### src/rtl/skip_pkg.sv
// Shared types and constants for the clock-skip ring configuration controller.
package skip_pkg;

  localparam int LEN = 16;

  function automatic int cw_of(input int len);
    return $clog2(len + 1);
  endfunction

  localparam int CW = cw_of(LEN);

  // One-hot reload value: the ring restarts at phase 0.
  localparam logic [LEN-1:0] SEL_PHASE0 = LEN'(1);

  typedef enum logic [1:0] {IDLE, BUILD, WAIT, APPLY} state_t;

  // A full period can never be skipped, so the count saturates at LEN-1.
  function automatic logic [CW-1:0] clamp_nskip(input logic [CW-1:0] n);
    return (n >= CW'(LEN)) ? CW'(LEN - 1) : n;
  endfunction

endpackage

### src/rtl/skip_ctl_if.sv
// Request/status and skip-ring control bundle between system logic, skip_ctl and the ring.
interface skip_ctl_if;
  import skip_pkg::*;

  logic          EN;
  logic          REQ;
  logic [CW-1:0] NSKIP;
  logic          RB0;
  logic          BUSY;
  logic          ACK;
  logic [CW-1:0] CUR_NSKIP;
  logic          RING_RST;
  logic          RING_E;
  logic [LEN-1:0] RING_SEL;
  logic [LEN-1:0] RING_MASK;

  modport master (
    output EN, REQ, NSKIP, RB0,
    input  BUSY, ACK, CUR_NSKIP, RING_RST, RING_E, RING_SEL, RING_MASK
  );

  modport slave (
    input  EN, REQ, NSKIP, RB0,
    output BUSY, ACK, CUR_NSKIP, RING_RST, RING_E, RING_SEL, RING_MASK
  );

endinterface

### src/rtl/skip_maskgen.sv
// Bresenham spread of n skips over LEN bits, one bit per cycle, into a shadow mask.
module skip_maskgen
  import skip_pkg::*;
(
  input  logic           iCLK,
  input  logic           nRST,
  input  logic           start,
  input  logic [CW-1:0]  n,
  output logic           done,
  output logic [LEN-1:0] shadow
);

  localparam int IW = $clog2(LEN);

  logic          run;
  logic [IW-1:0] idx;
  logic [CW:0]   acc;
  logic [CW:0]   acc_sum;

  // acc stays below LEN between steps, so acc+n never exceeds 2*LEN-2.
  assign acc_sum = acc + {1'b0, n};
  // Asserted during the step that produces the last bit.
  assign done    = run && (idx == IW'(LEN - 1));

  // Clear on start, then emit bit idx each cycle until the last bit is written.
  always_ff @(posedge iCLK) begin
    if (!nRST) begin
      run    <= 1'b0;
      idx    <= '0;
      acc    <= '0;
      shadow <= '0;
    end else if (start) begin
      run    <= 1'b1;
      idx    <= '0;
      acc    <= '0;
      shadow <= '0;
    end else if (run) begin
      if (acc_sum >= (CW+1)'(LEN)) begin
        shadow[idx] <= 1'b1;
        acc         <= acc_sum - (CW+1)'(LEN);
      end else begin
        acc <= acc_sum;
      end
      idx <= idx + IW'(1);
      if (done) run <= 1'b0;
    end
  end

endmodule

### src/rtl/skip_ctl.sv
// Skip-ring configuration controller: builds a new skip mask, waits for ring
// phase 0, then reloads selector and mask on the same edge.
//
//   state | meaning
//   IDLE  | waiting for REQ (not sampled while ACK is high)
//   BUILD | maskgen computing the shadow mask, LEN cycles
//   WAIT  | waiting for RB0, a stopped ring, or the LEN-cycle timeout
//   APPLY | RING_RST high with the new mask; ACK follows
module skip_ctl
  import skip_pkg::*;
(
  input logic       iCLK,
  input logic       nRST,
  skip_ctl_if.slave bus
);

  state_t         state;
  logic           busy_q;
  logic           ack_q;
  logic [CW-1:0]  cur_q;
  logic [CW-1:0]  nskip_q;
  logic [CW-1:0]  wcnt;
  logic           ring_rst_q;
  logic           ring_e_q;
  logic [LEN-1:0] ring_mask_q;

  logic           mg_start;
  logic           mg_done;
  logic [LEN-1:0] shadow;

  // A request is taken only in a true idle cycle, never in the ACK cycle.
  assign mg_start = (state == IDLE) && !ack_q && bus.REQ;

  skip_maskgen u_maskgen (
    .iCLK   (iCLK),
    .nRST   (nRST),
    .start  (mg_start),
    .n      (nskip_q),
    .done   (mg_done),
    .shadow (shadow)
  );

  // Sequencing FSM with all ring-facing outputs registered.
  always_ff @(posedge iCLK) begin
    if (!nRST) begin
      state       <= IDLE;
      busy_q      <= 1'b0;
      ack_q       <= 1'b0;
      cur_q       <= '0;
      nskip_q     <= '0;
      wcnt        <= '0;
      ring_rst_q  <= 1'b1;
      ring_e_q    <= 1'b0;
      ring_mask_q <= '0;
    end else begin
      ring_e_q <= bus.EN;
      case (state)
        IDLE: begin
          ring_rst_q <= 1'b0;
          ack_q      <= 1'b0;
          if (mg_start) begin
            nskip_q <= clamp_nskip(bus.NSKIP);
            busy_q  <= 1'b1;
            state   <= BUILD;
          end
        end
        BUILD: begin
          if (mg_done) begin
            wcnt  <= '0;
            state <= WAIT;
          end
        end
        WAIT: begin
          // A stopped ring or a non-one-hot ring has no phase to wait for.
          if (bus.RB0 || !ring_e_q || (wcnt == CW'(LEN))) begin
            ring_rst_q  <= 1'b1;
            ring_mask_q <= shadow;
            cur_q       <= nskip_q;
            state       <= APPLY;
          end else begin
            wcnt <= wcnt + CW'(1);
          end
        end
        APPLY: begin
          ring_rst_q <= 1'b0;
          ack_q      <= 1'b1;
          busy_q     <= 1'b0;
          state      <= IDLE;
        end
        default: state <= IDLE;
      endcase
    end
  end

  assign bus.BUSY      = busy_q;
  assign bus.ACK       = ack_q;
  assign bus.CUR_NSKIP = cur_q;
  assign bus.RING_RST  = ring_rst_q;
  assign bus.RING_E    = ring_e_q;
  assign bus.RING_SEL  = SEL_PHASE0;
  assign bus.RING_MASK = ring_mask_q;

endmodule

### src/flat_wrapper.sv
// flat-port wrapper written by rule: the top's interface ports become plain ports
module skip_ctl_flat import skip_pkg::*;
  (iCLK, nRST, bus_EN, bus_REQ, bus_NSKIP, bus_RB0, bus_BUSY, bus_ACK, bus_CUR_NSKIP, bus_RING_RST, bus_RING_E, bus_RING_SEL, bus_RING_MASK);
  skip_ctl_if bus_i ();
  input logic iCLK;
  input logic nRST;
  input wire logic [$bits(bus_i.EN)-1:0] bus_EN;
  input wire logic [$bits(bus_i.REQ)-1:0] bus_REQ;
  input wire logic [$bits(bus_i.NSKIP)-1:0] bus_NSKIP;
  input wire logic [$bits(bus_i.RB0)-1:0] bus_RB0;
  output wire logic [$bits(bus_i.BUSY)-1:0] bus_BUSY;
  output wire logic [$bits(bus_i.ACK)-1:0] bus_ACK;
  output wire logic [$bits(bus_i.CUR_NSKIP)-1:0] bus_CUR_NSKIP;
  output wire logic [$bits(bus_i.RING_RST)-1:0] bus_RING_RST;
  output wire logic [$bits(bus_i.RING_E)-1:0] bus_RING_E;
  output wire logic [$bits(bus_i.RING_SEL)-1:0] bus_RING_SEL;
  output wire logic [$bits(bus_i.RING_MASK)-1:0] bus_RING_MASK;
  assign bus_i.EN = bus_EN;
  assign bus_i.REQ = bus_REQ;
  assign bus_i.NSKIP = bus_NSKIP;
  assign bus_i.RB0 = bus_RB0;
  assign bus_BUSY = bus_i.BUSY;
  assign bus_ACK = bus_i.ACK;
  assign bus_CUR_NSKIP = bus_i.CUR_NSKIP;
  assign bus_RING_RST = bus_i.RING_RST;
  assign bus_RING_E = bus_i.RING_E;
  assign bus_RING_SEL = bus_i.RING_SEL;
  assign bus_RING_MASK = bus_i.RING_MASK;
  skip_ctl u_core (.iCLK(iCLK), .nRST(nRST), .bus(bus_i));
endmodule
### config.mk
export PLATFORM = sky130hd
export DESIGN_NAME = skip_ctl_flat
export DESIGN_NICKNAME = d
export VERILOG_FILES = /design/src/rtl/skip_pkg.sv /design/src/rtl/skip_ctl_if.sv /design/src/rtl/skip_maskgen.sv /design/src/rtl/skip_ctl.sv /design/src/flat_wrapper.sv
export SDC_FILE = /design/constraint.sdc
export NUM_CORES = 1
export LEC_CHECK = 0
export ABC_AREA = 1
export BUFFER_PORTS_ARGS = -buffer_cell sky130_fd_sc_hd__buf_2
export CORE_ASPECT_RATIO = 0.6
export CORE_MARGIN = 2
export CORE_UTILIZATION = 50
export CTS_BUF_LIST = sky130_fd_sc_hd__clkbuf_4 sky130_fd_sc_hd__clkbuf_8
export DETAILED_ROUTE_END_ITERATION = 12
export PLACE_DENSITY_LB_ADDON = 0.1
export RECOVER_POWER = 100
export SLEW_MARGIN = 20
export SYNTH_ARGS = -nofsm -noshare
export SYNTH_HDL_FRONTEND = slang
export SYNTH_SLANG_ARGS = --single-unit
### constraint.sdc
create_clock -name iCLK -period 1.9 [get_ports iCLK]
set_input_delay 0.19 -clock iCLK [delete_from_list [all_inputs] [get_ports iCLK]]
set_output_delay 0.19 -clock iCLK [all_outputs]
set_load 0.05 [all_outputs]
* Yosys cells after proc, flatten, opt, wreduce, memory -nomap -nowiden
Cells that the tools add are included.
** Word-level totals
- Latch bits :: 0
- Logic and storage cells :: 72
- Input port bits :: 10
- RAM bits :: 0
- Memory bits (read-only) :: 0
- Bits in registers :: 64
- Memories kept :: 0
** Cells by class
- Reduce and logical (&&, ||, !) cells :: 21
- Equal/unequal tests :: 9
- Divide/modulo/power cells :: 0
- Bitwise logic cells :: 2
- Shifts and indexed selects :: 0
- Multiplexer cells :: 19
- $mul :: 0
- Add/subtract/negate cells :: 4
- Magnitude comparators :: 4
** Operators by type and width (number)
- $or A16 B16 Y16 :: 1
- $mux W5 :: 3
- $pmux W5 S2 :: 1
- $reduce_and A2 Y1 :: 5
- $pmux W2 S4 :: 1
- $add A6 B5 Y6 :: 1
- $ge A6 B5 Y1 const B :: 1
- $mux W1 :: 6
- $mux W2 :: 3
- $mux W6 :: 1
- $ne A2 B1 Y1 const B :: 3
- $pmux W1 S2 :: 3
- $reduce_and A3 Y1 :: 2
- $reduce_bool A2 Y1 :: 3
- $sub A6 B5 Y6 const B :: 1
- $add A5 B1 Y5 const B :: 1
- $eq A5 B5 Y1 const B :: 1
- $ge A5 B5 Y1 const B :: 1
- $lt A4 B5 Y1 const B :: 1
- $add A4 B1 Y4 const B :: 1
- $demux W1 S4 :: 1
- $eq A2 B2 Y1 const B :: 2
- $eq A4 B4 Y1 const B :: 1
- $ge A4 B1 Y1 const B :: 1
- other kinds (8) :: 14

* Logic depth before layout (Yosys ltp)
- Word-level depth :: 5
- Depth in mapped cells :: 11
- Mapped depth without buffers :: 10

* By module
From an unflattened synthesis, not the netlist that was laid out.
** Unflattened totals
- Cell total of the unflattened synthesis :: 395
- Area total of the unflattened synthesis :: 3001.6 sq um
** By module, submodules not included
- skip_ctl :: cells each 227, area each 1699.1 sq um, instances 1, sequential area each 740.7 sq um
- skip_maskgen :: cells each 168, area each 1302.5 sq um, instances 1, sequential area each 540.5 sq um

* Worst setup path before layout
No wires, ideal clock.
- Kind :: register -> register
- From :: register u_core.nskip_q[0]
- To :: register u_core.u_maskgen.shadow[15]
- Slack :: 36 ps
- Arrival :: 1745 ps
- Data required time :: 1780 ps
- Buffers on the path :: 1
- Stages on the path, launching flop included :: 12
- Setup time :: 120 ps
- Clock period less this slack :: 1864 ps
- Path through :: dfxtp_1 -> ha_1 -> inv_1 -> fa_1 -> nand3b_1 -> nand2_1 -> nand2_1 -> nand2_1 -> nand3_2 -> buf_6 -> nand3_1 -> a21oi_1
** Between the ends
- Longest elaborated chain between the ends :: 3
** RTL lines
- start, declared :: line skip_ctl.sv:21 : logic [CW-1:0] nskip_q;
- start signal, assigned :: line skip_ctl.sv:62 : nskip_q <= clamp_nskip(bus.NSKIP);
- $add A6 B5 Y6 :: line skip_maskgen.sv:21 : assign acc_sum = acc + {1'b0, n};
- $ge A6 B5 Y1 :: line skip_maskgen.sv:38 : if (acc_sum >= (CW+1)'(LEN)) begin
- $reduce_and A2 Y1 (no source line)
- end signal, assigned :: line skip_maskgen.sv:31 : shadow <= '0;
- end signal, assigned :: line skip_maskgen.sv:36 : shadow <= '0;
- end signal, assigned by index :: line skip_maskgen.sv:39 : shadow[idx] <= 1'b1;
- end, declared :: line skip_maskgen.sv:10 : output logic [LEN-1:0] shadow
Every way passes these cells.
A chain may end at the register's enable or synchronous reset.

* Worst setup path in the final report
- From :: register u_core.u_maskgen.acc[0]
- To :: register u_core.u_maskgen.shadow[7]
** Between the ends
- Longest elaborated chain between the ends :: 3
** RTL lines
- start, declared :: line skip_maskgen.sv:17 : logic [CW:0] acc;
- start signal, assigned :: line skip_maskgen.sv:40 : acc <= acc_sum - (CW+1)'(LEN);
- start signal, assigned :: line skip_maskgen.sv:42 : acc <= acc_sum;
- $add A6 B5 Y6 :: line skip_maskgen.sv:21
- $ge A6 B5 Y1 :: line skip_maskgen.sv:38
- $reduce_and A2 Y1 (no source line)
Every way passes these cells.

==> reports/results.txt <==
outcome - complete, no violations
routability cong. - 0.9012
Layout area overhead - 15.50%
mean post-synth cell area - 7.818 µm²
Die Wd - 103.3 µm
Cell Int Power - 2.768 mW
clk_lat worst skew - 0.35 ns
worst-path fanout max - 8
WHS - 0.1603 ns
CP endpoint kind - register
critical path arrival - 2.02 ns
EDFF count, synth - 0
post-layout net count - 447
post-synthesis sequential area ratio - 43.35%
worst slew pin tran - 0.5982 ns
buffers and inverters on the worst path - 2
Syn Std Cell Area - 2955 µm²
final core utilization - 60.42%
CP top delay family - simple AND/OR/NAND/NOR gates
CTS Buffer Depth - 2
WL/cell - 12.47 µm
most frequent cells in the layout - dfxtp_1, a21oi_1, inv_1
first-pass GRT wire length - 10220 µm
CP cell instances - ha_4, inv_1, fa_2, nand3b_1, nand2_1, nand2_1, nand2_2, nand3_4, clkbuf_16, nand3_1, a21oi_1
Final Max Slew Viols - 0
VDD IR-drop max - 0.5932 mV
Final period util - 93.69%
vias in the first global route - 2109
Comb power frac - 39.1%
TritonCTS clock tree - yes
instance count of the mapped netlist - 378
critical path class - register to register
Min Clock Period, post-route - 1.780 ns
initial antenna violation count - 0
ys flop type - dfxtp_1
commonest non-fill, non-tap cell in the layout - dfxtp_1
Post-Route WL - 6287 µm
root buffer cell - clkbuf_8
DR vias/cell - 4.768
DR vias - 2403
synth warn - 0
Net Sw Frac - 43.23%
WP data required - 2.14 ns
Overall Global Routing Usage - 20.68%
Rel. slew slack - 60.29%
DIE AREA - 6562 µm²
layout cell share with drive strength beyond 1 - 11.79%
grt total ovfl - 0
Final Hold Vio Count - 0
Leak - 1.399 nW
sequential group share of total power - 35.1%
worst stage delay on the critical path - 0.35 ns
CP most frequent cell - nand2_1
synthesis-stage register bit count - 64
Initial DRC Count - 110
antenna-violating nets left - 0
Synth cell types - 31
DP HPWL - 4365 µm
sw power - 2.107 mW
Clk pin slew, worst setup/hold paths - 0.07 ns
Synth async-reset ratio - 0%
io pins - 51
Final TNS setup - 0 ns
Power Density - 1428 nW/µm²
fmax - 561.8 MHz
Max-Cap Viols - 0
final setup violation count - 0
drt drc - 0
DR pass1 iterations - 4
maximum number of pins on one net before global-route repair - 29
Worst setup SP type - register
Worst Clk Skew - 0.008762 ns
Antenna diodes - 0
clock share of power - 25.7%
H-tree lvl count - 3
Initial Utilization - 52.31%
RSZ-0062 raised after global routing - false
TritonCTS Buffers - 9
worst hold path type - input pin to register
Core Area - 5649 µm²
Die Y - 63.55 µm
Clock Sinks - 64
critical path's slowest cell - dfxtp_2
row count - 21
IO Port Bufs - 34
==> area by class of cell <==
class | count | area [µm²]
Clock inverter | 6 | 85.08
Sequential cell | 64 | 1284
Tap cell | 80 | 100.1
Fill cell | 536 | 2236
Inverter | 49 | 183.9
Clock buffer | 9 | 123.9
Multi-Input combinational cell | 249 | 1359
Timing Repair Buffer | 47 | 277.8
==> Yosys cell counts (all sizes together) (3+ instances only) <==
| cell | count | area share [%] |
|---|---|---|
| inv | 49 | 6.2 |
| a21oi | 53 | 9.1 |
| nand3 | 27 | 4.9 |
| nand3b | 4 | 1.4 |
| ha | 16 | 6.8 |
| o21ai | 31 | 5.2 |
| nand2 | 45 | 6.1 |
| dfxtp | 64 | 43 |
| clkbuf | 4 | 0.51 |
| buf | 26 | 6.4 |
| nor3 | 3 | 0.51 |
| xor2 | 5 | 1.5 |
| nor2 | 42 | 5.5 |
==> worst reg2reg max path, stage by stage, from the launching register on <==
cell       delay (ns)
dfxtp_2          0.35
ha_4             0.13
inv_1            0.04
fa_2             0.33
nand3b_1         0.18
nand2_1          0.07
nand2_1          0.06
nand2_2          0.10
nand3_4          0.10
clkbuf_16        0.18
nand3_1          0.07
a21oi_1          0.06
==> state kept, by name, indices dropped and copies added (netlist names) <==
signal,count
u_core.bus.RING_MASK,16
u_core.u_maskgen.shadow,16
u_core.u_maskgen.acc,6
u_core.bus.CUR_NSKIP,5
u_core.nskip_q,5
u_core.wcnt,5
u_core.u_maskgen.idx,4
u_core.state,2
u_core.bus.ACK,1
u_core.bus.BUSY,1
u_core.bus.RING_E,1
u_core.bus.RING_RST,1
u_core.u_maskgen.run,1
==> metal layers <==
layer / track usage, % / up-vias / routed length, µm
met3: 7.103 / 12 / 435
met5: 0 / - / 0
met1: 32.10 / 1052 / 3507
met2: 25.65 / 69 / 2248
li1: - / 1270 / -
met4: 7.401 / 0 / 95
==> logic make-up after synthesis <==
family / count (synthesis) / share of synthesized area, %
AOI/OAI and AO/OA: 89 / 15.71
xor gates and xnor gates: 5 / 1.482
adders and majority gates: 17 / 7.451
buffers and inverters: 79 / 13.12
DFF: 64 / 43.35
other: 2 / 0.2541
and+or+nand+nor: 122 / 18.63
==> power by group through the flow <==
| stage | Clock, mW | Sequential, mW | Combinational (mW) |
|---|---|---|---|
| detailed placement | 0 | 1.73 | 1.95 |
| global placement | 0 | 1.72 | 1.93 |
| CTS | 1.28 | 1.70 | 1.96 |
| floorplan | 0 | 2.24 | 1.02 |
| global route | 1.34 | 1.74 | 2.10 |
| finish | 1.25 | 1.71 | 1.91 |
==> timing repair <==
action / in CTS / in global routing
hold buffers: 1 / 0
gates cloned: 0 / 1
pin swaps: 0 / 4
gates resized for setup: 1 / 7
setup endpoints to repair: 1 / 17
setup buffers: 0 / 0
endpoints found under the hold margin: 1 / 0
==> final timing paths <==
check,from,endpoint,slack [ns],depth (start not counted)
worst max-delay path,u_core.u_maskgen.acc[0]$_SDFFE_PP0P_,u_core.u_maskgen.shadow[7]$_SDFFE_PP0P_,0.12,11
worst min-delay path,bus_NSKIP[3],u_core.nskip_q[3]$_SDFFE_PN0P_,0.16,3
worst max register to register,u_core.u_maskgen.acc[0]$_SDFFE_PP0P_,u_core.u_maskgen.shadow[7]$_SDFFE_PP0P_,0.12,11
worst min register to register,u_core.u_maskgen.shadow[15]$_SDFFE_PP0P_,u_core.bus.RING_MASK[15]$_SDFFE_PN0P_,0.45,2
==> metrics by stage <==
| stage | power [mW] | std cells | instance area (µm²) | setup slack [ns] |
|---|---|---|---|---|
| 6_report | 4.875 | 504 | 3413 | 0.1200 |
| 5_1_grt | 5.179 | 504 | 3413 | 0.007398 |
| 4_1_cts | 4.946 | 503 | 3403 | 0.05328 |
| 3_5_place_dp | 3.678 | 487 | 3182 | 0.01135 |
| 3_3_place_gp | 3.657 | 487 | 3182 | 0.05013 |
| 2_1_floorplan | 3.262 | 392 | 3008 | 0.03559 |
Note: power is estimated with default switching activity, not from simulation.
